## src/rtl/rom_section_decoder_pkg.sv

```systemverilog
// Shared types and the default GnW download layout for the ioctl section decoder.
package rom_section_decoder_pkg;

    typedef enum logic [2:0] {
        S_IDLE,
        S_HDR,
        S_LEN,
        S_DATA,
        S_DONE,
        S_ERR
    } state_t;

    typedef logic [31:0] len_t;

    // GnW layout: conf (1-byte prefix), image (4-byte prefix), palette 768, rom 4096
    localparam int                GNW_NUM_SEC   = 4;
    localparam logic [3*4-1:0]    GNW_LEN_BYTES = {3'd0, 3'd0, 3'd4, 3'd1};
    localparam logic [32*4-1:0]   GNW_FIXED_LEN = {32'd4096, 32'd768, 32'd0, 32'd0};
    localparam len_t              GNW_MAX_LEN   = 32'h0100_0000;

endpackage

```

## src/rtl/rom_len_shifter.sv

```systemverilog
// Big-endian length accumulator for 1..4 prefix bytes; last_o flags that the
// next shifted byte completes the length, len_o is the value including it.
module rom_len_shifter
    import rom_section_decoder_pkg::*;
(
    input  logic       clk_i,
    input  logic       reset_i,
    input  logic       load_i,
    input  logic [2:0] nbytes_i,
    input  logic       shift_i,
    input  logic [7:0] byte_i,
    output len_t       len_o,
    output logic       last_o
);

    len_t       acc_q;
    logic [2:0] rem_q;

    assign len_o  = {acc_q[23:0], byte_i};
    assign last_o = (rem_q == 3'd1);

    always_ff @(posedge clk_i) begin
        if (reset_i) begin
            acc_q <= '0;
            rem_q <= '0;
        end else if (load_i) begin
            acc_q <= '0;
            rem_q <= nbytes_i;
        end else if (shift_i) begin
            acc_q <= len_o;
            rem_q <= rem_q - 3'd1;
        end
    end

endmodule

```

## src/rtl/rom_section_decoder.sv

```systemverilog
// Parses the MiSTer ioctl download stream into a header byte followed by
// NUM_SEC length-prefixed or fixed-length sections with per-byte write strobes.
module rom_section_decoder
    import rom_section_decoder_pkg::*;
#(
    parameter int                    AW        = 25,
    parameter int                    NUM_SEC   = GNW_NUM_SEC,
    parameter logic [3*NUM_SEC-1:0]  LEN_BYTES = GNW_LEN_BYTES,
    parameter logic [32*NUM_SEC-1:0] FIXED_LEN = GNW_FIXED_LEN,
    parameter logic [31:0]           MAX_LEN   = GNW_MAX_LEN
) (
    input  logic                  clk_sys,
    input  logic                  reset,
    input  logic                  ioctl_download,
    input  logic                  ioctl_wr,
    input  logic [AW-1:0]         ioctl_addr,
    input  logic [7:0]            ioctl_dout,
    output logic [7:0]            mcuid,
    output logic [NUM_SEC-1:0]    sec_active,
    output logic                  sec_wr,
    output logic [7:0]            sec_data,
    output logic [31:0]           sec_offset,
    output logic [NUM_SEC*AW-1:0] sec_base,
    output logic                  done,
    output logic                  err
);

    localparam int SECW = (NUM_SEC > 1) ? $clog2(NUM_SEC) : 1;

    state_t                state_q, state_d, cur_state;
    logic [SECW-1:0]       sec_q, sec_d;
    len_t                  len_q, len_d;
    len_t                  count_q, count_d;
    logic                  dl_q, start, fall;
    logic                  last_q, last_d;
    logic [7:0]            mcuid_q, mcuid_d;
    logic [NUM_SEC-1:0]    sec_active_q, sec_active_d;
    logic                  sec_wr_q, sec_wr_d;
    logic [7:0]            sec_data_q, sec_data_d;
    len_t                  sec_offset_q, sec_offset_d;
    logic [NUM_SEC*AW-1:0] sec_base_q, sec_base_d;
    logic                  done_q, done_d;
    logic                  err_q, err_d;

    logic                  sh_load, sh_shift, sh_last;
    len_t                  sh_len;
    logic                  do_enter;

    logic [2:0]            lb_arr [NUM_SEC];
    len_t                  fl_arr [NUM_SEC];

    logic [SECW:0]         enter_from;
    logic                  ent_found, ent_prefix;
    logic [SECW-1:0]       ent_sec;
    logic [2:0]            ent_nbytes;
    len_t                  ent_len;

    for (genvar k = 0; k < NUM_SEC; k++) begin : g_fields
        assign lb_arr[k] = LEN_BYTES[3*k +: 3];
        assign fl_arr[k] = FIXED_LEN[32*k +: 32];
    end

    assign start     = ioctl_download & ~dl_q;
    assign fall      = ~ioctl_download & dl_q;
    assign cur_state = start ? S_HDR : state_q;
    assign enter_from = (cur_state == S_HDR) ? '0
                                             : (SECW+1)'(sec_q) + (SECW+1)'(1);

    // First section at or after enter_from that is not a zero-length fixed
    // section; a run of empty sections is thus skipped within a single byte.
    always_comb begin
        ent_found  = 1'b0;
        ent_prefix = 1'b0;
        ent_sec    = '0;
        ent_nbytes = '0;
        ent_len    = '0;
        for (int k = 0; k < NUM_SEC; k++) begin
            if (!ent_found && k >= int'(enter_from) &&
                (lb_arr[k] != 3'd0 || fl_arr[k] != 32'd0)) begin
                ent_found  = 1'b1;
                ent_prefix = (lb_arr[k] != 3'd0);
                ent_sec    = SECW'(k);
                ent_nbytes = lb_arr[k];
                ent_len    = fl_arr[k];
            end
        end
    end

    rom_len_shifter u_len_shifter (
        .clk_i    (clk_sys),
        .reset_i  (reset),
        .load_i   (sh_load),
        .nbytes_i (ent_nbytes),
        .shift_i  (sh_shift),
        .byte_i   (ioctl_dout),
        .len_o    (sh_len),
        .last_o   (sh_last)
    );

    always_comb begin
        // NOTE: every signal written here gets a default first, so no path leaves one unassigned and no latch is inferred.
        state_d      = state_q;
        sec_d        = sec_q;
        len_d        = len_q;
        count_d      = count_q;
        mcuid_d      = mcuid_q;
        sec_wr_d     = 1'b0;
        sec_data_d   = sec_data_q;
        sec_offset_d = sec_offset_q;
        sec_active_d = sec_active_q;
        sec_base_d   = sec_base_q;
        last_d       = 1'b0;
        sh_load      = 1'b0;
        sh_shift     = 1'b0;
        do_enter     = 1'b0;

        if (last_q) sec_active_d = '0;
        if (start) begin
            state_d      = S_HDR;
            sec_active_d = '0;
            sec_base_d   = '0;
        end

        if (ioctl_wr) begin
            unique case (cur_state)
                S_HDR: begin
                    mcuid_d  = ioctl_dout;
                    do_enter = 1'b1;
                end
                S_LEN: begin
                    sh_shift = 1'b1;
                    if (sh_last) begin
                        if (sh_len > MAX_LEN) begin
                            state_d = S_ERR;
                        end else if (sh_len == 32'd0) begin
                            do_enter = 1'b1;
                        end else begin
                            len_d   = sh_len;
                            count_d = '0;
                            state_d = S_DATA;
                        end
                    end
                end
                S_DATA: begin
                    sec_wr_d            = 1'b1;
                    sec_data_d          = ioctl_dout;
                    sec_offset_d        = count_q;
                    sec_active_d        = '0;
                    sec_active_d[sec_q] = 1'b1;
                    if (count_q == 32'd0) sec_base_d[int'(sec_q)*AW +: AW] = ioctl_addr;
                    if (count_q == len_q - 32'd1) begin
                        last_d   = 1'b1;
                        do_enter = 1'b1;
                    end else begin
                        count_d = count_q + 32'd1;
                    end
                end
                default: ;
            endcase
        end

        if (do_enter) begin
            count_d = '0;
            if (!ent_found) begin
                state_d = S_DONE;
            end else begin
                sec_d = ent_sec;
                if (ent_prefix) begin
                    state_d = S_LEN;
                    sh_load = 1'b1;
                end else begin
                    state_d = S_DATA;
                    len_d   = ent_len;
                end
            end
        end

        // A byte on the falling cycle is consumed above before the abort applies.
        if (fall && !(state_d inside {S_IDLE, S_DONE, S_ERR})) state_d = S_ERR;
        if (state_d == S_ERR) sec_active_d = '0;

        done_d = (state_d == S_DONE);
        err_d  = (state_d == S_ERR);
    end

    always_ff @(posedge clk_sys) begin
        // NOTE: sampled even during reset so a download already in progress is not mistaken for a new start.
        dl_q <= ioctl_download;
        if (reset) begin
            state_q      <= S_IDLE;
            sec_q        <= '0;
            len_q        <= '0;
            count_q      <= '0;
            last_q       <= 1'b0;
            mcuid_q      <= '0;
            sec_active_q <= '0;
            sec_wr_q     <= 1'b0;
            sec_data_q   <= '0;
            sec_offset_q <= '0;
            sec_base_q   <= '0;
            done_q       <= 1'b0;
            err_q        <= 1'b0;
        end else begin
            // NOTE: non-blocking so every register samples the pre-edge values of its peers.
            state_q      <= state_d;
            sec_q        <= sec_d;
            len_q        <= len_d;
            count_q      <= count_d;
            last_q       <= last_d;
            mcuid_q      <= mcuid_d;
            sec_active_q <= sec_active_d;
            sec_wr_q     <= sec_wr_d;
            sec_data_q   <= sec_data_d;
            sec_offset_q <= sec_offset_d;
            sec_base_q   <= sec_base_d;
            done_q       <= done_d;
            err_q        <= err_d;
        end
    end

    assign mcuid      = mcuid_q;
    assign sec_active = sec_active_q;
    assign sec_wr     = sec_wr_q;
    assign sec_data   = sec_data_q;
    assign sec_offset = sec_offset_q;
    assign sec_base   = sec_base_q;
    assign done       = done_q;
    assign err        = err_q;

endmodule

```

## config.mk

```make
export PLATFORM = sky130hd
export DESIGN_NAME = rom_section_decoder
export DESIGN_NICKNAME = d
export VERILOG_FILES = /design/src/rtl/rom_section_decoder_pkg.sv /design/src/rtl/rom_len_shifter.sv /design/src/rtl/rom_section_decoder.sv
export SDC_FILE = /design/constraint.sdc
export NUM_CORES = 1
export LEC_CHECK = 0
export ABC_AREA = 1
export BUFFER_PORTS_ARGS = -buffer_cell sky130_fd_sc_hd__buf_2
export CAP_MARGIN = 0
export CORE_MARGIN = 4
export CORE_UTILIZATION = 45
export DETAILED_ROUTE_END_ITERATION = 8
export GPL_ROUTABILITY_DRIVEN = 0
export PLACE_DENSITY = 0.62
export RECOVER_POWER = 50
export SKIP_LAST_GASP = 1
export SYNTH_ARGS = -nofsm -noshare
export SYNTH_HDL_FRONTEND = slang
export SYNTH_SLANG_ARGS = --single-unit
```

## constraint.sdc

```tcl
create_clock -name clk_sys -period 2.7 [get_ports clk_sys]
set_input_delay 0.54 -clock clk_sys [delete_from_list [all_inputs] [get_ports clk_sys]]
set_output_delay 0.54 -clock clk_sys [all_outputs]
set_load 0.1 [all_outputs]
```

==> impl_metrics.ini <==
[clocking]
cts.sinks = 253
cts_tree = yes
root_buffer = clkbuf_16
cts_hold_buf = 0
cts.path.max_buffers = 3
clkTransAtPathRegs_ps = 60
cts_buffers = 28
htreeDepth = 1
clk_latency_ps = 550

[synth]
ys_types = 52
ys_top_cells_by_area = dfxtp_1 (42%), nand2_1 (12%), a21oi_1 (8.0%)
yosysTopAreaCell = dfxtp_1
ys_seq_area_share_pct = 42.17
synth-edff-count = 0
synth_nets = 1715
async_flop_share_pct = 0
yosysWarnings = 0
syn_inst = 1665
syn_area_mm2 = 0.01201
synthFlopType = dfxtp_1
syn_area_per_cell_um2 = 7.214
yosys.area.top_type_share_pct = 42.17
synth-seq-cells = 253

[placed_design]
dpl.cell_count = 2175
port_buffers = 191
place_area_mm2 = 0.01358
dpl.hpwl_mm = 27.93

[sta]
fmax_ghz = 0.3827
fin_hold_ws_ps = 121.3
slew_viol_final = 0
rsz0062_at_grt = true
finalCriticalPeriod_ps = 2613
tns_ps = 0
worst_pin_slew_ps = 1275
fin_crit_sh_pct = 96.79
slew_headroom_pct = 15.36
setup_viol = 0
fin_worst_skew_ps = 24.42
final-hold-violation-count = 0

[cells_and_area]
final_cell_mix = nand2_1 (382), dfxtp_1 (241), a21oi_1 (190), nor2_1 (161), clkbuf_1 (161)
nFillCells = 2633
multi_input_area_mm2 = 0.006196
final_common_cell = nand2_1
finalNonFillerCells = 2239
area_growth_pct = 23.06
seqCellArea_mm2 = 0.005087
fin_util_pct = 56.56
layout.nets = 1931
stdcell_area_mm2 = 0.01478
drive_gt1_share_pct = 15.29

[die]
die_w_um = 171.4
io_pins = 192
row_count = 59
dieArea_mm2 = 0.02937
start_util_pct = 45.96
die_h_um = 171.4
core-area_mm2 = 0.02613

[pwr]
leakage_nw = 5.935
peakVddDrop_mv = 0.4513
p_per_area_mw_per_mm2 = 593.6

[grt]
grt_pass1_vias = 11140
grt_pass1_wl_mm = 58.74
track_usage_pct = 24.60
grt_max_degree = 76
antenna_found_initial = 0
grt-ovfl-total = 0

[route]
vias = 11670
firstDrtPassIters = 5
top_layer = met4
route.met3.wl_mm = 2.607
m1WireLength_mm = 16.31
ant_nets = 0
drt-total-wl_mm = 37.73
route.detailed.drc = 0
drt_iter0_drc = 839
avgViaCountPerCell = 5.213
post_drt_wl_per_cell_um = 16.85
wl_met2_mm = 17.94

[setup_path]
worstPathArrival_ps = 3000
start_kind = register
end_kind = register
worst-path-max-fanout = 8
cp.required_ps = 3090
criticalPathCategory = reg2reg

[status]
status = finished, final reports clean

[min_path]
worst_hold_path_type = in2reg

[flow_run]
max_cap_viol_count = 0
-- power breakdown --
group	internal, mW	total, mW	switching (mW)	leakage (nW)
sequential	3.77	3.80	0.0293	2.05
combinational	0.216	0.837	0.621	3.40
clock	2.56	4.14	1.57	0.487
total	6.55	8.77	2.22	5.93
-- stage by stage --
step	setup WS, ps	total power, mW
floorplan	335.7	4.441
global placement	68.50	4.672
detailed placement	-8.052	4.673
CTS	5.071	8.799
global route	-81.64	9.073
finish	86.77	8.775
-- cell families after synthesis --
logic type / count (synthesis) / synth area share, %
adders and majority gates: 13 / 1.354
buffers and inverters: 237 / 8.271
xor gates and xnor gates: 63 / 4.594
and+or+nand+nor: 799 / 29.67
AOI/OAI and AO/OA: 300 / 13.95
DFF: 253 / 42.17
-- Yosys cell counts, types with 2 or more instances --
cell,n
nand2_1,392
dfxtp_1,253
a21oi_1,192
nor2_1,181
inv_1,138
nand3_1,83
o21ai_0,64
clkbuf_1,59
xor2_1,55
nand4_1,29
nor3_1,26
nor4_1,18
or3_1,17
buf_2,15
ha_1,13
nand2_2,13
a211oi_2,10
a21oi_2,10
inv_2,10
nor2_2,10
a211oi_1,9
xnor2_1,8
nor2_4,7
buf_6,5
nand2_4,5
nand3b_1,5
o21ai_1,3
buf_12,2
buf_4,2
clkbuf_2,2
clkinv_1,2
nand3_2,2
nor3b_1,2
nor4_4,2
o211ai_1,2
o21bai_1,2
or2_2,2
-- registers in the layout (all words and copies together), names as in the netlist --
register             flops
dl_q                     1
done                     1
sec_wr                   1
u_len_shifter.acc_q     24
err                      1
sec_offset              32
sec_data                 8
count_q                 32
sec_base               100
last_q                   1
len_q                   32
mcuid                    8
state_q                  3
sec_q                    2
sec_active               4
u_len_shifter.rem_q      3
-- critical path, cell delays in order, from the launching register on --
cell,delay [ps]
dfxtp_2,360
nor2_4,140
nand2_4,100
nor2_8,170
buf_4,140
nand2_2,70
nor2_1,140
xor2_1,120
nor2_1,110
nand2_1,70
nor2_2,170
nand3_4,130
nand2_4,130
nand2_8,90
inv_8,80
nand2_2,60
nand2_2,80
nand2_4,60
a21oi_2,150
nor3_1,80
-- cell type report --
cell class / count / area share (%)
Timing Repair Buffer: 272 / 10.04
Sequential cell: 253 / 34.42
Inverter: 151 / 3.919
Antenna cell: 1 / 0.01693
Clock inverter: 17 / 1.735
Tap cell: 335 / 2.836
Clock buffer: 35 / 5.121
Multi-Input combinational cell: 1175 / 41.92
-- timing repair --
item	in CTS	in global routing
setup buffers	0	9
gates cloned	0	2
pin swaps	0	26
resized for setup	1	81
setup endpoints to repair	1	119
-- routing by layer --
layer	up-vias	GRT usage, %
li1	5830	-
met5	-	0
met2	341	41.07
met4	0	6.924
met3	50	5.562
met1	5450	32.14
-- worst paths after layout --
kind / startpoint / to / slack [ps] / depth (start not counted)
worst min register to register: sec_base[75] / sec_base[75] / 460 / 2
worst min-delay path: ioctl_download / dl_q / 120 / 1
worst max register to register: len_q[2] / done / 90 / 19
worst max-delay path: len_q[2] / done / 90 / 19
Note: power is estimated with default switching activity, not from simulation.
